File: src/rtl/y86_pkg.sv
// Shared Y86-64 definitions: instruction codes, register IDs, status encoding
// and small helpers for classifying a retiring instruction.
package y86_pkg;

    // Instruction codes
    localparam logic [3:0] IHALT   = 4'h0;
    localparam logic [3:0] INOP    = 4'h1;
    localparam logic [3:0] IRRMOVQ = 4'h2;
    localparam logic [3:0] IIRMOVQ = 4'h3;
    localparam logic [3:0] IRMMOVQ = 4'h4;
    localparam logic [3:0] IMRMOVQ = 4'h5;
    localparam logic [3:0] IOPQ    = 4'h6;
    localparam logic [3:0] IJXX    = 4'h7;
    localparam logic [3:0] ICALL   = 4'h8;
    localparam logic [3:0] IRET    = 4'h9;
    localparam logic [3:0] IPUSHQ  = 4'hA;
    localparam logic [3:0] IPOPQ   = 4'hB;

    // Register IDs
    localparam logic [3:0] RRSP  = 4'h4;
    localparam logic [3:0] RNONE = 4'hF;

    // Processor status
    typedef enum logic [2:0] {
        AOK = 3'd1,
        HLT = 3'd2,
        ADR = 3'd3,
        INS = 3'd4
    } stat_t;

    // True for any icode the machine defines.
    function automatic logic icode_valid(input logic [3:0] code);
        return code <= IPOPQ;
    endfunction

    // Status an instruction leaves behind; ADR beats INS beats HLT.
    function automatic stat_t instr_outcome(input logic [3:0] code, input logic merr);
        if (merr) begin
            return ADR;
        end else if (!icode_valid(code)) begin
            return INS;
        end else if (code == IHALT) begin
            return HLT;
        end
        return AOK;
    endfunction

endpackage

File: src/rtl/y86_wb_dst_dec.sv
// Writeback destination decode: maps icode/rA/rB/cnd onto the E and M
// destination register IDs. RNONE means "no write on this path".
import y86_pkg::*;

module y86_wb_dst_dec (
    input  logic [3:0] icode,
    input  logic [3:0] rA,
    input  logic [3:0] rB,
    input  logic       cnd,
    output logic [3:0] dstE,
    output logic [3:0] dstM
);

    // E destination: ALU result target, conditional for cmovXX
    always_comb begin
        dstE = RNONE;
        case (icode)
            IRRMOVQ:                   dstE = cnd ? rB : RNONE;
            IIRMOVQ, IOPQ:             dstE = rB;
            ICALL, IRET, IPUSHQ, IPOPQ: dstE = RRSP;
            default:                   dstE = RNONE;
        endcase
    end

    // M destination: memory load target
    always_comb begin
        dstM = RNONE;
        case (icode)
            IMRMOVQ, IPOPQ: dstM = rA;
            default:        dstM = RNONE;
        endcase
    end

endmodule

File: src/rtl/y86_regfile_wb.sv
// Y86-64 writeback stage and architectural register file.
// Two combinational read ports, dual write (E and M) per retiring instruction,
// processor status FSM and retired-instruction counter.
// Optional macro Y86_WB_BYPASS_EN: forward same-cycle write data to the read
// ports (valM over valE over array). Undefined: writes visible next cycle.
import y86_pkg::*;

module y86_regfile_wb #(
    parameter int unsigned NREG  = 15,
    parameter int unsigned CNT_W = 64
) (
    input  logic             clk,
    input  logic             rst_n,
    input  logic             wb_valid,
    input  logic [3:0]       icode,
    input  logic [3:0]       rA,
    input  logic [3:0]       rB,
    input  logic             cnd,
    input  logic [63:0]      valE,
    input  logic [63:0]      valM,
    input  logic             mem_err,
    input  logic [3:0]       srcA,
    input  logic [3:0]       srcB,
    output logic [63:0]      valA,
    output logic [63:0]      valB,
    output logic [2:0]       stat,
    output logic             halted,
    output logic [CNT_W-1:0] instr_count
);

    logic [3:0]       dstE;
    logic [3:0]       dstM;
    logic [63:0]      regs_q [NREG];
    logic [63:0]      regs_d [NREG];
    stat_t            stat_q;
    stat_t            stat_d;
    stat_t            outcome;
    logic [CNT_W-1:0] cnt_q;
    logic [CNT_W-1:0] cnt_d;
    logic             active;
    logic             wr_en;
    logic             retire;
    logic [63:0]      arr_a;
    logic [63:0]      arr_b;

    y86_wb_dst_dec u_dst_dec (
        .icode (icode),
        .rA    (rA),
        .rB    (rB),
        .cnd   (cnd),
        .dstE  (dstE),
        .dstM  (dstM)
    );

    // Qualify the retiring instruction against the current machine status
    always_comb begin
        outcome = instr_outcome(icode, mem_err);
        active  = wb_valid && (stat_q == AOK);
        wr_en   = active && (outcome == AOK);
        // Halt still retires; faulting instructions do not.
        retire  = active && ((outcome == AOK) || (outcome == HLT));
    end

    // ---------------------------------------------------------------------
    // Register array
    // ---------------------------------------------------------------------

    // Next-state of the array; M write overrides E write to the same ID
    always_comb begin
        for (int i = 0; i < NREG; i++) begin
            regs_d[i] = regs_q[i];
            if (wr_en && (dstM == 4'(i))) begin
                regs_d[i] = valM;
            end else if (wr_en && (dstE == 4'(i))) begin
                regs_d[i] = valE;
            end
        end
    end

    // Array state; reset loads each register with its own index
    always_ff @(posedge clk or negedge rst_n) begin
        if (!rst_n) begin
            for (int i = 0; i < NREG; i++) begin
                regs_q[i] <= 64'(i);
            end
        end else begin
            for (int i = 0; i < NREG; i++) begin
                regs_q[i] <= regs_d[i];
            end
        end
    end

    // Raw array reads; IDs with no backing register (incl. RNONE) read 0
    always_comb begin
        arr_a = '0;
        arr_b = '0;
        for (int i = 0; i < NREG; i++) begin
            if (srcA == 4'(i)) arr_a = regs_q[i];
            if (srcB == 4'(i)) arr_b = regs_q[i];
        end
    end

    // Read port data, optionally forwarding the in-flight writes
    always_comb begin
`ifdef Y86_WB_BYPASS_EN
        if (wr_en && (srcA != RNONE) && (srcA == dstM)) begin
            valA = valM;
        end else if (wr_en && (srcA != RNONE) && (srcA == dstE)) begin
            valA = valE;
        end else begin
            valA = arr_a;
        end
        if (wr_en && (srcB != RNONE) && (srcB == dstM)) begin
            valB = valM;
        end else if (wr_en && (srcB != RNONE) && (srcB == dstE)) begin
            valB = valE;
        end else begin
            valB = arr_b;
        end
`else
        valA = arr_a;
        valB = arr_b;
`endif
    end

    // ---------------------------------------------------------------------
    // Status FSM
    // ---------------------------------------------------------------------

    // Status register
    always_ff @(posedge clk or negedge rst_n) begin
        if (!rst_n) begin
            stat_q <= AOK;
        end else begin
            stat_q <= stat_d;
        end
    end

    // Next status: only AOK can move; every other state is terminal
    always_comb begin
        stat_d = stat_q;
        case (stat_q)
            AOK:     stat_d = active ? outcome : AOK;
            default: stat_d = stat_q;
        endcase
    end

    // Status outputs, both derived from the registered state
    always_comb begin
        stat   = stat_q;
        halted = (stat_q != AOK);
    end

    // ---------------------------------------------------------------------
    // Retired-instruction counter
    // ---------------------------------------------------------------------

    // Counter next-state; wraps naturally at 2^CNT_W
    always_comb begin
        cnt_d = cnt_q;
        if (retire) begin
            cnt_d = cnt_q + CNT_W'(1);
        end
    end

    // Counter register
    always_ff @(posedge clk or negedge rst_n) begin
        if (!rst_n) begin
            cnt_q <= '0;
        end else begin
            cnt_q <= cnt_d;
        end
    end

    assign instr_count = cnt_q;

endmodule

File: config.mk
export PLATFORM = sky130hd
export DESIGN_NAME = y86_regfile_wb
export DESIGN_NICKNAME = d
export VERILOG_FILES = /design/src/rtl/y86_pkg.sv /design/src/rtl/y86_wb_dst_dec.sv /design/src/rtl/y86_regfile_wb.sv
export SDC_FILE = /design/constraint.sdc
export NUM_CORES = 2
export LEC_CHECK = 0
export BUFFER_PORTS_ARGS = -buffer_cell sky130_fd_sc_hd__buf_4
export CAP_MARGIN = 0
export CORE_AREA = 2 2 530 321
export CTS_BUF_LIST = sky130_fd_sc_hd__clkbuf_8 sky130_fd_sc_hd__clkbuf_16
export CTS_CLUSTER_SIZE = 40
export DETAILED_ROUTE_END_ITERATION = 10
export DIE_AREA = 0 0 532 323
export HOLD_SLACK_MARGIN = 0.06
export PLACE_DENSITY = 0.58
export SLEW_MARGIN = 25
export SYNTH_ARGS = -nofsm -noshare
export SYNTH_HDL_FRONTEND = slang
export SYNTH_SLANG_ARGS = --single-unit
File: constraint.sdc
create_clock -name clk -period 3.1 [get_ports clk]
set_clock_uncertainty 0.1 [all_clocks]
set_input_delay 0.31 -clock clk [delete_from_list [all_inputs] [get_ports clk]]
set_output_delay 0.31 -clock clk [all_outputs]
set_load 0.02 [all_outputs]
==> results_dict.tcl <==
set metrics [dict create \
    io_buffers 348 \
    via_per_inst 6.92 \
    finalCritPeriodShare_pct 102 \
    clock_path_buffers 3 \
    die_h_um 323 \
    r2r_slack_ns 0.11 \
    routed_wl_um 357000 \
    setup_ws_ns -0.0606 \
    startpoint "srcB[3]" \
    yosysSeqAreaShare_pct 38.7 \
    final_common_cell "mux2_2" \
    layout_common_cells "mux2_2 (1,353), dfrtp_1 (997), buf_4 (750), nor2_1 (420), a21oi_1 (403)" \
    finalNetCount 7151 \
    cts_sinks 1027 \
    syn_to_final_growth_pct 23.0 \
    end_kind "output pin" \
    routabilityCongestion 1.02 \
    worst_pin_slew_ns 0.908 \
    crit_path_max_fanout 18 \
    max-cap-violations 0 \
    drive_gt1_share_pct 38.0 \
    clock_insertion_delay_worst_skew_ns 0.77 \
    timing.final.max_slew_violations 0 \
    antenna_left 0 \
    ys_ff_latch 1027 \
    power.density_nw_per_um2 401 \
    first_global_vias 61188 \
    hold_path.class "in -> async" \
    yosysWarningCount 0 \
    drc_errors 0 \
    synth-main-ff-cell "dfrtp_1" \
    cts_root_buffer "clkbuf_16" \
    die_w_um 532 \
    worstSetupStartpointType "input pin" \
    routedWlPerCell_um 38.1 \
    dp_hpwl_um 234000 \
    dieArea_um2 172000 \
    grt_usage_pct 40.0 \
    hold_viol 0 \
    fmax_ghz 0.316 \
    regToRegStartpoint "stat[0]" \
    power_mw 32.8 \
    antenna_found_initial 32 \
    syn_inst 6488 \
    synth_area_um2 66500 \
    leakagePower_nw 37.6 \
    grt_pass1_wl_um 492000 \
    setup_violations 8 \
    htree_levels 3 \
    synth-edff-count 0 \
    numCtsBuffers 109 \
    synth_async_sr_flop_share_pct 100 \
    grt_max_degree 73 \
    initial_core_util_pct 39.6 \
    timing.hold.ws_ns 0.128 \
    num_io_pins 349 \
    vias 64916 \
    tns_ns -0.250 \
    gr-total-overflow 0 \
    path_class "in -> out" \
    critPathRequiredTime_ns 2.69 \
    dp_slack_ns -0.135 \
    fin_crit_ns 3.16 \
    synth_area_per_cell_um2 10.2 \
    firstDrtPassIters 8 \
    r2r_cells 7 \
    tritoncts "yes" \
    status "finished with violations" \
    fill_cells 15208 \
    ys_types 89 \
    slew_headroom_pct 39.3 \
    rsz0062_at_grt "yes" \
    core-area_um2 168000 \
    vdd_drop_max_mv 0.395 \
    drt_iter0_markers 10645 \
    reg2reg_to "regs_q[265]" \
    violations "negative setup slack" \
    syn_nets 6642 \
    arrival_ns 2.75 \
    cts.clk_slew.worst_paths_ns 0.06 \
    rows 117 \
]
per-layer routing:
layer	routed length (um)	share of wire, %	GRT usage [%]
met1	140000	39	54.1
met2	142000	40	55.4
met3	53800	15	15.2
met4	20600	5.8	19.9
met5	355	0.099	0
flip-flops by register name, indices dropped and copies added, names as in the netlist:
signal	flops
regs_q	960
instr_count	64
stat	3
worst max-delay path by stage:
stage / endpoint / cells past startpoint
floorplan: valB[17] / 9
CTS: valA[20] / 7
finish: valB[17] / 9
global placement: valB[21] / 10
detailed placement: valB[21] / 10
global route: valA[20] / 6
cells by family after synthesis:
logic type      Yosys count  share of synthesized area (%)
buf+inv                 745                           4.94
compound gates         1743                           17.2
flops                  1027                           38.7
fa+ha+maj                 1                         0.0188
mux                    1813                           30.9
simple gates           1096                           7.42
xor+xnor                 63                          0.830
layout make-up:
type | count | area [um^2] | area share [%]
inverters | 37 | 145 | 0.177
flip-flops and latches | 1027 | 25700 | 31.5
multi-input cells | 4716 | 38200 | 46.7
clock buffers | 136 | 3160 | 3.86
repair buffers | 1106 | 11000 | 13.5
diodes | 28 | 70.1 | 0.0857
well taps | 2261 | 2830 | 3.46
clock inverters | 65 | 624 | 0.763
report_power, final:
group          switching (mW)  leakage, nW  internal (mW)  total, mW
clock network            6.31         1.95           8.08       14.4
registers                   0         14.2           13.4       13.4
logic                    3.28         21.5           1.75       5.03
through the flow:
| stage | area [um^2] | utilization (%) | std cells |
|---|---|---|---|
| 3_3_place_gp | 75700 | 45.1 | 8965 |
| 3_5_place_dp | 75700 | 45.1 | 8965 |
| 2_1_floorplan | 66500 | - | 6488 |
| 4_1_cts | 81300 | 48.4 | 9331 |
| 6_report | 81800 | 48.7 | 9376 |
| 5_1_grt | 81700 | 48.7 | 9348 |
worst max-delay path: stages:
cell and delay [ns]:
buf_4 0.28, nor2b_2 0.33, buf_4 0.35, nand2_1 0.49
o22ai_1 0.40, a21o_1 0.14, o31ai_1 0.07, buf_4 0.17
buf_4 0.15
Yosys cell counts, types with 29 or more instances:
cell | instances | area (um^2)
nand3_1 | 65 | 325
o221ai_1 | 78 | 683
mux2i_1 | 396 | 3960
o2bb2ai_1 | 42 | 368
a21o_1 | 30 | 225
nor3_1 | 47 | 235
nor2_1 | 426 | 1600
xnor2_1 | 30 | 263
a21oi_1 | 406 | 2030
nor2b_1 | 30 | 188
inv_1 | 35 | 131
o21a_1 | 49 | 368
a221oi_1 | 78 | 683
buf_6 | 29 | 327
a222oi_1 | 33 | 330
mux4_2 | 57 | 1280
o22ai_1 | 236 | 1480
a22oi_1 | 107 | 803
dfrtp_1 | 998 | 25000
buf_1 | 46 | 173
xor2_1 | 33 | 289
dfstp_2 | 29 | 762
mux2_2 | 1356 | 15300
a2bb2oi_1 | 43 | 377
o21ai_0 | 395 | 1980
nand2_1 | 361 | 1360
clkbuf_1 | 442 | 1660
buf_2 | 178 | 891
what timing repair did:
action | in CTS | in global routing
buffers inserted | 1 | 15
gates cloned | 0 | 3
pin swaps | 14 | 21
hold buffers | 166 | 0
resized for setup | 28 | 51
endpoints found under the setup margin | 12 | 47
endpoints found under the hold margin | 1390 | 0
No activity file was read; power rests on OpenSTA's default activity.
